File: config.mk
export PLATFORM = sky130hd
export DESIGN_NAME = main_control_fsm_flat
export DESIGN_NICKNAME = d
export VERILOG_FILES = /design/src/rtl/main_control_fsm_pkg.sv /design/src/rtl/main_control_fsm_if.sv /design/src/rtl/main_control_fsm_imm_src_decoder.sv /design/src/rtl/main_control_fsm.sv /design/src/flat_wrapper.sv
export SDC_FILE = /design/constraint.sdc
export NUM_CORES = 1
export LEC_CHECK = 0
export ABC_AREA = 1
export CORE_UTILIZATION = 36
export DETAILED_ROUTE_END_ITERATION = 12
export PLACE_DENSITY = 0.85
export REMOVE_ABC_BUFFERS = 1
export SYNTH_ARGS = -nofsm -noshare
export SYNTH_HDL_FRONTEND = slang
export SYNTH_SLANG_ARGS = --single-unit
File: constraint.sdc
create_clock -name clk -period 1.5 [get_ports clk]
set_input_delay 0.225 -clock clk [delete_from_list [all_inputs] [get_ports clk]]
set_output_delay 0.225 -clock clk [all_outputs]
set_load 0.005 [all_outputs]
File: src/rtl/main_control_fsm_pkg.sv
// Shared control-unit encodings: opcodes, FSM states and datapath mux codes.
package main_control_fsm_pkg;

   localparam int unsigned OP_W    = 7;
   localparam int unsigned STATE_W = 4;
   localparam int unsigned SEL_W   = 2;

   localparam logic [OP_W-1:0] OP_LW  = 7'b0000011;
   localparam logic [OP_W-1:0] OP_SW  = 7'b0100011;
   localparam logic [OP_W-1:0] OP_R   = 7'b0110011;
   localparam logic [OP_W-1:0] OP_I   = 7'b0010011;
   localparam logic [OP_W-1:0] OP_BEQ = 7'b1100011;
   localparam logic [OP_W-1:0] OP_JAL = 7'b1101111;

   typedef enum logic [STATE_W-1:0] {
      ST_FETCH    = 4'd0,
      ST_DECODE   = 4'd1,
      ST_MEMADR   = 4'd2,
      ST_MEMREAD  = 4'd3,
      ST_MEMWB    = 4'd4,
      ST_MEMWRITE = 4'd5,
      ST_EXECUTER = 4'd6,
      ST_EXECUTEI = 4'd7,
      ST_ALUWB    = 4'd8,
      ST_BEQ      = 4'd9,
      ST_JAL      = 4'd10,
      ST_ILLEGAL  = 4'd11
   } state_e;

   localparam logic [SEL_W-1:0] ALU_OP_ADD   = 2'b00;
   localparam logic [SEL_W-1:0] ALU_OP_SUB   = 2'b01;
   localparam logic [SEL_W-1:0] ALU_OP_RTYPE = 2'b10;
   localparam logic [SEL_W-1:0] ALU_OP_ITYPE = 2'b11;

   localparam logic [SEL_W-1:0] IMM_I = 2'b00;
   localparam logic [SEL_W-1:0] IMM_S = 2'b01;
   localparam logic [SEL_W-1:0] IMM_B = 2'b10;
   localparam logic [SEL_W-1:0] IMM_J = 2'b11;

   localparam logic [SEL_W-1:0] RES_ALUOUT  = 2'b00;
   localparam logic [SEL_W-1:0] RES_RDATA   = 2'b01;
   localparam logic [SEL_W-1:0] RES_ALURES  = 2'b10;

   localparam logic [SEL_W-1:0] SRCA_PC     = 2'b00;
   localparam logic [SEL_W-1:0] SRCA_OLDPC  = 2'b01;
   localparam logic [SEL_W-1:0] SRCA_RS1    = 2'b10;

   localparam logic [SEL_W-1:0] SRCB_RS2    = 2'b00;
   localparam logic [SEL_W-1:0] SRCB_IMM    = 2'b01;
   localparam logic [SEL_W-1:0] SRCB_FOUR   = 2'b10;

   // Per-state control word before write-enable gating.
   typedef struct packed {
      logic             adr_src;
      logic             mem_write;
      logic             ir_write;
      logic [SEL_W-1:0] result_src;
      logic [SEL_W-1:0] alu_src_a;
      logic [SEL_W-1:0] alu_src_b;
      logic [SEL_W-1:0] alu_op;
      logic             reg_write;
      logic             pc_update;
      logic             branch;
   } ctrl_t;

endpackage

File: src/rtl/main_control_fsm_if.sv
// Controller <-> datapath bundle: opcode/flags in, mux selects and enables out.
interface main_control_fsm_if;
   import main_control_fsm_pkg::*;

   logic [OP_W-1:0]    Op;
   logic               Zero;
   logic               mem_ready;
   logic               PCWrite;
   logic               AdrSrc;
   logic               MemWrite;
   logic               IRWrite;
   logic [SEL_W-1:0]   ResultSrc;
   logic [SEL_W-1:0]   ALUSrcA;
   logic [SEL_W-1:0]   ALUSrcB;
   logic [SEL_W-1:0]   ALU_Op;
   logic [SEL_W-1:0]   ImmSrc;
   logic               RegWrite;
   logic               illegal;
   logic [STATE_W-1:0] state_dbg;

   modport master (
      input  Op, Zero, mem_ready,
      output PCWrite, AdrSrc, MemWrite, IRWrite, ResultSrc, ALUSrcA, ALUSrcB,
             ALU_Op, ImmSrc, RegWrite, illegal, state_dbg
   );

   modport slave (
      output Op, Zero, mem_ready,
      input  PCWrite, AdrSrc, MemWrite, IRWrite, ResultSrc, ALUSrcA, ALUSrcB,
             ALU_Op, ImmSrc, RegWrite, illegal, state_dbg
   );
endinterface

File: src/rtl/main_control_fsm_imm_src_decoder.sv
// Opcode -> immediate format select, independent of FSM state.
module main_control_fsm_imm_src_decoder
   import main_control_fsm_pkg::*;
(
   input  logic [OP_W-1:0]  op,
   output logic [SEL_W-1:0] imm_src_c
);

   // Immediate format per opcode; unknown opcodes fall back to I-format.
   always_comb begin
      imm_src_c = IMM_I;
      case (op)
         OP_SW:   imm_src_c = IMM_S;
         OP_BEQ:  imm_src_c = IMM_B;
         OP_JAL:  imm_src_c = IMM_J;
         default: imm_src_c = IMM_I;
      endcase
   end

endmodule

File: src/rtl/main_control_fsm.sv
// Multicycle RISC-V main controller: state sequencing plus Moore control decode.
module main_control_fsm
   import main_control_fsm_pkg::*;
#(
   parameter bit USE_MEM_READY = 1'b1
)(
   input  logic                clk,
   input  logic                reset,
   main_control_fsm_if.master  bus
);

   state_e state_q, state_d;
   logic   illegal_q, illegal_d;
   logic   mem_go;
   ctrl_t  ctrl;
   logic   [SEL_W-1:0] imm_src_c;

   // Memory states advance only when the access completes, unless memory is single-cycle.
   assign mem_go = !USE_MEM_READY || bus.mem_ready;

   // Next-state and sticky illegal flag.
   always_comb begin
      state_d   = state_q;
      illegal_d = illegal_q | (state_q == ST_ILLEGAL);
      case (state_q)
         ST_FETCH:    if (mem_go) state_d = ST_DECODE;
         ST_DECODE: begin
            case (bus.Op)
               OP_LW, OP_SW: state_d = ST_MEMADR;
               OP_R:         state_d = ST_EXECUTER;
               OP_I:         state_d = ST_EXECUTEI;
               OP_BEQ:       state_d = ST_BEQ;
               OP_JAL:       state_d = ST_JAL;
               default:      state_d = ST_ILLEGAL;
            endcase
         end
         ST_MEMADR:   state_d = (bus.Op == OP_SW) ? ST_MEMWRITE : ST_MEMREAD;
         ST_MEMREAD:  if (mem_go) state_d = ST_MEMWB;
         ST_MEMWB:    state_d = ST_FETCH;
         ST_MEMWRITE: if (mem_go) state_d = ST_FETCH;
         ST_EXECUTER: state_d = ST_ALUWB;
         ST_EXECUTEI: state_d = ST_ALUWB;
         ST_ALUWB:    state_d = ST_FETCH;
         ST_BEQ:      state_d = ST_FETCH;
         ST_JAL:      state_d = ST_ALUWB;
         ST_ILLEGAL:  state_d = ST_ILLEGAL;
         default:     state_d = ST_FETCH;
      endcase
   end

   // State and flag registers; reset abandons any in-flight instruction.
   always_ff @(posedge clk or posedge reset) begin
      if (reset) begin
         state_q   <= ST_FETCH;
         illegal_q <= 1'b0;
      end else begin
         state_q   <= state_d;
         illegal_q <= illegal_d;
      end
   end

   // Moore control word per state; everything not named stays 0.
   always_comb begin
      ctrl = '0;
      case (state_q)
         ST_FETCH: begin
            ctrl.ir_write   = mem_go;
            ctrl.pc_update  = mem_go;
            ctrl.alu_src_a  = SRCA_PC;
            ctrl.alu_src_b  = SRCB_FOUR;
            ctrl.alu_op     = ALU_OP_ADD;
            ctrl.result_src = RES_ALURES;
         end
         ST_DECODE: begin
            ctrl.alu_src_a  = SRCA_OLDPC;
            ctrl.alu_src_b  = SRCB_IMM;
         end
         ST_MEMADR: begin
            ctrl.alu_src_a  = SRCA_RS1;
            ctrl.alu_src_b  = SRCB_IMM;
         end
         ST_MEMREAD: begin
            ctrl.adr_src    = 1'b1;
            ctrl.result_src = RES_ALUOUT;
         end
         ST_MEMWB: begin
            ctrl.result_src = RES_RDATA;
            ctrl.reg_write  = 1'b1;
         end
         ST_MEMWRITE: begin
            ctrl.adr_src    = 1'b1;
            ctrl.mem_write  = 1'b1;
         end
         ST_EXECUTER: begin
            ctrl.alu_src_a  = SRCA_RS1;
            ctrl.alu_src_b  = SRCB_RS2;
            ctrl.alu_op     = ALU_OP_RTYPE;
         end
         ST_EXECUTEI: begin
            ctrl.alu_src_a  = SRCA_RS1;
            ctrl.alu_src_b  = SRCB_IMM;
            ctrl.alu_op     = ALU_OP_ITYPE;
         end
         ST_ALUWB: begin
            ctrl.result_src = RES_ALUOUT;
            ctrl.reg_write  = 1'b1;
         end
         ST_BEQ: begin
            ctrl.alu_src_a  = SRCA_RS1;
            ctrl.alu_src_b  = SRCB_RS2;
            ctrl.alu_op     = ALU_OP_SUB;
            ctrl.branch     = 1'b1;
         end
         ST_JAL: begin
            ctrl.alu_src_a  = SRCA_OLDPC;
            ctrl.alu_src_b  = SRCB_FOUR;
            ctrl.pc_update  = 1'b1;
         end
         default: ctrl = '0;
      endcase
   end

   main_control_fsm_imm_src_decoder u_imm_src (
      .op        (bus.Op),
      .imm_src_c (imm_src_c)
   );

   // Drive the bus; write enables are held off for as long as reset is high.
   always_comb begin
      bus.PCWrite   = !reset && (ctrl.pc_update || (ctrl.branch && bus.Zero));
      bus.IRWrite   = !reset && ctrl.ir_write;
      bus.MemWrite  = !reset && ctrl.mem_write;
      bus.RegWrite  = !reset && ctrl.reg_write;
      bus.AdrSrc    = ctrl.adr_src;
      bus.ResultSrc = ctrl.result_src;
      bus.ALUSrcA   = ctrl.alu_src_a;
      bus.ALUSrcB   = ctrl.alu_src_b;
      bus.ALU_Op    = ctrl.alu_op;
      bus.ImmSrc    = imm_src_c;
      bus.illegal   = illegal_q;
      bus.state_dbg = state_q;
   end

endmodule

File: src/flat_wrapper.sv
// flat-port wrapper written by rule: the top's interface ports become plain ports
module main_control_fsm_flat import main_control_fsm_pkg::*;
#(
   parameter bit USE_MEM_READY = 1'b1
)
  (clk, reset, bus_Op, bus_Zero, bus_mem_ready, bus_PCWrite, bus_AdrSrc, bus_MemWrite, bus_IRWrite, bus_ResultSrc, bus_ALUSrcA, bus_ALUSrcB, bus_ALU_Op, bus_ImmSrc, bus_RegWrite, bus_illegal, bus_state_dbg);
  main_control_fsm_if bus_i ();
  input  logic clk;
  input  logic reset;
  input wire logic [$bits(bus_i.Op)-1:0] bus_Op;
  input wire logic [$bits(bus_i.Zero)-1:0] bus_Zero;
  input wire logic [$bits(bus_i.mem_ready)-1:0] bus_mem_ready;
  output wire logic [$bits(bus_i.PCWrite)-1:0] bus_PCWrite;
  output wire logic [$bits(bus_i.AdrSrc)-1:0] bus_AdrSrc;
  output wire logic [$bits(bus_i.MemWrite)-1:0] bus_MemWrite;
  output wire logic [$bits(bus_i.IRWrite)-1:0] bus_IRWrite;
  output wire logic [$bits(bus_i.ResultSrc)-1:0] bus_ResultSrc;
  output wire logic [$bits(bus_i.ALUSrcA)-1:0] bus_ALUSrcA;
  output wire logic [$bits(bus_i.ALUSrcB)-1:0] bus_ALUSrcB;
  output wire logic [$bits(bus_i.ALU_Op)-1:0] bus_ALU_Op;
  output wire logic [$bits(bus_i.ImmSrc)-1:0] bus_ImmSrc;
  output wire logic [$bits(bus_i.RegWrite)-1:0] bus_RegWrite;
  output wire logic [$bits(bus_i.illegal)-1:0] bus_illegal;
  output wire logic [$bits(bus_i.state_dbg)-1:0] bus_state_dbg;
  assign bus_i.Op = bus_Op;
  assign bus_i.Zero = bus_Zero;
  assign bus_i.mem_ready = bus_mem_ready;
  assign bus_PCWrite = bus_i.PCWrite;
  assign bus_AdrSrc = bus_i.AdrSrc;
  assign bus_MemWrite = bus_i.MemWrite;
  assign bus_IRWrite = bus_i.IRWrite;
  assign bus_ResultSrc = bus_i.ResultSrc;
  assign bus_ALUSrcA = bus_i.ALUSrcA;
  assign bus_ALUSrcB = bus_i.ALUSrcB;
  assign bus_ALU_Op = bus_i.ALU_Op;
  assign bus_ImmSrc = bus_i.ImmSrc;
  assign bus_RegWrite = bus_i.RegWrite;
  assign bus_illegal = bus_i.illegal;
  assign bus_state_dbg = bus_i.state_dbg;
  main_control_fsm #(.USE_MEM_READY(USE_MEM_READY)) u_core (.clk(clk), .reset(reset), .bus(bus_i));
endmodule
==> results of run 1 <==
cells in the mapped netlist, drive strengths merged:
master and count:
nand2 29, inv 18, nor2 16, nand3 10, dfrtp 5, o21ai 4
a21oi 3, a211oi 1, a31oi 1, nand3b 1, nand4 1, or2 1
stage by stage:
| stage | hold slack (ns) | instance area (µm²) |
|---|---|---|
| floorplan | 0.003521 | 538.0 |
| global placement | 0.4503 | 1050 |
| detailed placement | 0.4581 | 1050 |
cell families after synthesis:
group	after synthesis	share of synthesized area [%]
DFF	5	23.26
buffers and inverters	18	13.02
and+or+nand+nor	58	52.79
AOI/OAI and AO/OA	9	10.93
==> results by group, run 1 <==
Synth
  • Yosys reg bits: 5
  • Cells after synthesis: 90
  • Area of the mapped netlist: roughly 540 µm²
  • Top-area cell type share of the netlist area: a little under a quarter
  • Average cell area after synthesis: around 6.0 µm²
  • Library cells used by synthesis: 20
  • Warnings, synthesis: 0
  • Dominant cells by area after synthesis: dfrtp_1 (23%), nand2_1 (17%), nand3_1 (9.3%)
  • Top cell type by total area after synthesis: dfrtp_1
  • Sequential share of the synthesized area: a little under a quarter

Placement
  • Placed cell count: between 150 and 200
  • Detailed placer's ending HPWL: roughly 1700 µm
  • Total of buffers placed on input and output ports: 30
  • Worst slack at placement: -0.3939 ns
  • RD Place Congestion: 0.8726

Die
  • Site row count: 13
  • Initial cell density of the core: approximately two fifths
  • Die width: around 41 µm
  • Count of pins on the block boundary: 31
  • Die outline height: around 40 µm

CTS
  • H-tree depth: 1
  • Total CTS buffers: 3
  • Count of hold buffers inserted by post-cts repair: 0
  • Maximum buffer depth of the clock tree: 2
  • Number of buffers inserted by post-CTS setup repair: 32
  • Post-cts resize count: 80
  • Clock root buffer: clkbuf_4
  • Number of clock sinks: 5

Outcome
  • Last stage reached: 4_1_cts
  • Run status: aborted with a tool error
  • Error that stopped the run: [ERROR DPL-0033] detailed placement checks failed during check placement.
==> run 2, diff against run 1 <==
- CORE_AREA: not set -> 2 2 63 65
- CORE_UTILIZATION: 36 -> not set
- DIE_AREA: not set -> 0 0 65 67
- PLACE_DENSITY: 0.85 -> not set
- PLACE_DENSITY_LB_ADDON: not set -> 0.15
==> run 2 against run 1 <==
  * The flow now finishes, with violations (setup timing)
  * Area after synthesis unchanged
  * Synthesized cell count stayed put
==> results by group, run 2 <==
Outcome
  • Run status: complete, but fails checks
  • Failing checks: setup timing

Power and ir drop
  • Power per cell area: ~1900 mW/mm²
  • Part of the power in registers: roughly 11%
  • Internal Pwr Total: around 1.5 mW
  • Maximum vdd ir drop: roughly 0.42 mV
  • Leak Pwr: approximately 0.74 nW
  • Combinational share of power: 78.8%
  • Power spent charging and discharging nets: between 0.9 and 1 mW
  • Clock Power Share: 9.8%
  • Sw Ratio: around 40%

Critical path
  • Worst-path fanout max: 4
  • Critical Path End: bus_ALUSrcB[0]
  • CP Data Arrival Time: around 1.4 ns
  • Depth of the worst register-to-register path: 11
  • Setup slack on the worst flop-to-flop path: 0.04 ns
  • Kind of critical path: flop to output port
  • Required time reported for the critical path endpoint: roughly 1.3 ns
  • Reg-to-Reg End: u_core.bus.state_dbg[2]
  • Category of the worst setup path capture point: output port
  • Startpoint Class: flop
  • Launching point of the worst reg2reg path: u_core.bus.state_dbg[2]
  • CP startpoint: u_core.bus.state_dbg[2]

Synth
  • Cells after synthesis: 90
  • Top-area cell type share of the netlist area: about a quarter
  • Top cell type by total area after synthesis: dfrtp_1
  • Flip-flop cell with the highest count after synthesis: dfrtp_1
  • Average cell area after synthesis: between 5 and 6 µm²
  • Commonest cells in the synthesized netlist: nand2_1 (24), inv_1 (13), nor2_1 (11), nand3_1 (10), dfrtp_1 (5)
  • Sequential share of the synthesized area: 23.26%
  • Warnings, synthesis: 0
  • Dominant cells by area after synthesis: dfrtp_1 (23%), nand2_1 (17%), nand3_1 (9.3%)
  • Async SR Flop Fraction: between 90% and 100%
  • Area of the mapped netlist: about 540 µm²
  • Most common cell in the synthesized netlist: nand2_1
  • Library cells used by synthesis: 20
  • Yosys reg bits: 5
  • Post-synth EDFFs: 0

Drt
  • Remaining design rule violation count: 0
  • Post-DR vias/cell: 3.792
  • Routed wire length: 2159 µm
  • Initial detailed-routing violation count: 9
  • Residual antenna-violating net count after detailed routing: 0
  • Detailed Routing Iterations Pass 1: 4
  • Mean routed wirelength per cell: approximately 10 µm
  • Number of vias in the routed layout: 819

Finish
  • Layout cell share with drive strength beyond 1: between 60 and 70%
  • Final antenna diode count: 0
  • Final layout net count: 180
  • Most frequent cells in the layout: buf_4 (36), nand2_1 (15), nand2_2 (12)
  • Post-route non-filler standard cell count: 216
  • Final Core Density: 36.78%
  • Final cell area excluding filler cells: between 0.001 and 0.0015 mm²
  • Most frequent standard cell in the layout excluding fill and tap cells: buf_4
  • Flip-flop count of the largest register, all copies and words added: 4
  • Area growth from synthesis to layout: 146.5%

STA
  • Slew at the pin closest to its max-slew limit: 0.3149 ns
  • Clock period minus final worst setup slack: 1.605 ns
  • Number of endpoints with negative hold slack in the final report: 0
  • Highest clock rate: 623.0 MHz
  • Slew margin rel.: about four fifths
  • RSZ-0062 raised after global routing: yes
  • Least setup slack across all paths after layout: -0.1051 ns
  • Setup violators final: 7
  • Number of pins with negative max-slew slack in the final report: 0
  • Final period utilization: 107.0%
  • Worst Skew: between 0.0002 and 0.00025 ns

CTS
  • H-tree depth: 1
  • CTS tree: done
  • Clock root buffer: clkbuf_8
  • Maximum buffer depth of the clock tree: 2
  • Number of clock sinks: 5
  • Total CTS buffers: 3
  • Clock latency on the worst-skew pair: 0.22 ns
  • Clock Pin Slew Worst Setup and Hold Paths: about 0.030 ns

Placement
  • RD Place Congestion: 0.7658
  • Placed cell count: slightly below 200
  • Total of buffers placed on input and output ports: 30
  • Detailed placer's ending HPWL: roughly 1600 µm
  • Placed Instance Area: 0.001101 mm²

Die
  • Die width: between 60 and 70 µm
  • Site row count: 22
  • Floorplan core area: around 0.0036 mm²
  • Die outline height: 67 µm
  • Area of the die: around 0.0044 mm²
  • Initial cell density of the core: about 15%
  • Count of pins on the block boundary: 31

GRT
  • First-pass GRT wire length: around 3500 µm
  • Maximum number of pins on one net before global-route repair: 6
  • Antenna violations before repair: 0
  • Vias in the first global route: 803
  • Overall fraction of global-route tracks in use: 10.52%
  • Global-route congestion overflow total: 0

Min path
  • Hold Path Class: primary input to async pin

Job
  • Max-cap violation count: 0
-- run 2: cell counts after synthesis --
Identical to the previous run, type by type.
-- run 2: power by group through the flow --
| stage | sequential, mW | clock, mW | combinational [mW] |
|---|---|---|---|
| 6_report | 0.280 | 0.243 | 1.95 |
| 5_1_grt | 0.289 | 0.263 | 2.13 |
| 4_1_cts | 0.275 | 0.252 | 1.79 |
| 3_5_place_dp | 0.277 | 0 | 1.59 |
| 3_3_place_gp | 0.278 | 0 | 1.59 |
| 2_1_floorplan | 0.291 | 0 | 0.617 |
-- run 2: final cells by class --
class	instances	area, µm²
timing repair buffer	74	600.6
fill	396	2280
tap	48	60.06
sequential	5	127.6
multi-input combinational	67	417.9
inverter	18	75.07
clock buffer	4	45.04
-- run 2: worst min-delay path by stage --
stage,from,to,slack (ns),cells after the start
2_1_floorplan,reset,u_core.bus.illegal,0.004,1
3_3_place_gp,u_core.bus.illegal,u_core.bus.illegal,0.47,1
3_5_place_dp,u_core.bus.illegal,u_core.bus.illegal,0.47,1
4_1_cts,reset,u_core.bus.state_dbg[2],0.42,3
5_1_grt,reset,u_core.bus.state_dbg[2],0.48,3
6_report,reset,u_core.bus.state_dbg[1],0.43,3
-- run 2: layer usage --
metal  wire length (µm)  GRT usage, %  vias up
li1                   -             -      435
met1                945         12.45      365
met2               1112         19.20       19
met3                101         1.858        0
met4                  0         3.191        0
met5                  0             0        -
-- run 2: timing repair --
action                                  4_1_cts  5_1_grt
gates resized for setup                      74       31
pin swaps                                    10       12
gates cloned                                  0        0
hold buffers                                  0        0
buffers inserted                             13        5
endpoints found under the setup margin       17       19
-- run 2: cell families after synthesis --
family / after synthesis / share of synthesized area, %
simple gates: 58 / 52.79
buf+inv: 18 / 13.02
flops: 5 / 23.26
compound gates: 9 / 10.93
-- run 2: worst max-delay path, stage by stage, from the launching register on --
cell and delay, ns:
dfrtp_1 0.39, buf_6 0.13, nor2_4 0.13, inv_4 0.06, buf_4 0.14, nor2_4 0.09
inv_2 0.06, nand2_1 0.06, buf_2 0.11
-- run 2: through the flow --
| stage | TNS [ns] | power (mW) | setup slack [ns] | hold slack [ns] |
|---|---|---|---|---|
| floorplan | 0 | 0.9078 | 0.2447 | 0.003521 |
| global placement | -2.682 | 1.865 | -0.3105 | 0.4690 |
| detailed placement | -2.640 | 1.867 | -0.3198 | 0.4712 |
| CTS | -0.6314 | 2.319 | -0.1671 | 0.4188 |
| global route | -1.317 | 2.683 | -0.1643 | 0.4770 |
| finish | -0.4219 | 2.471 | -0.1051 | 0.4337 |
Power figures use the tool's default switching activity.
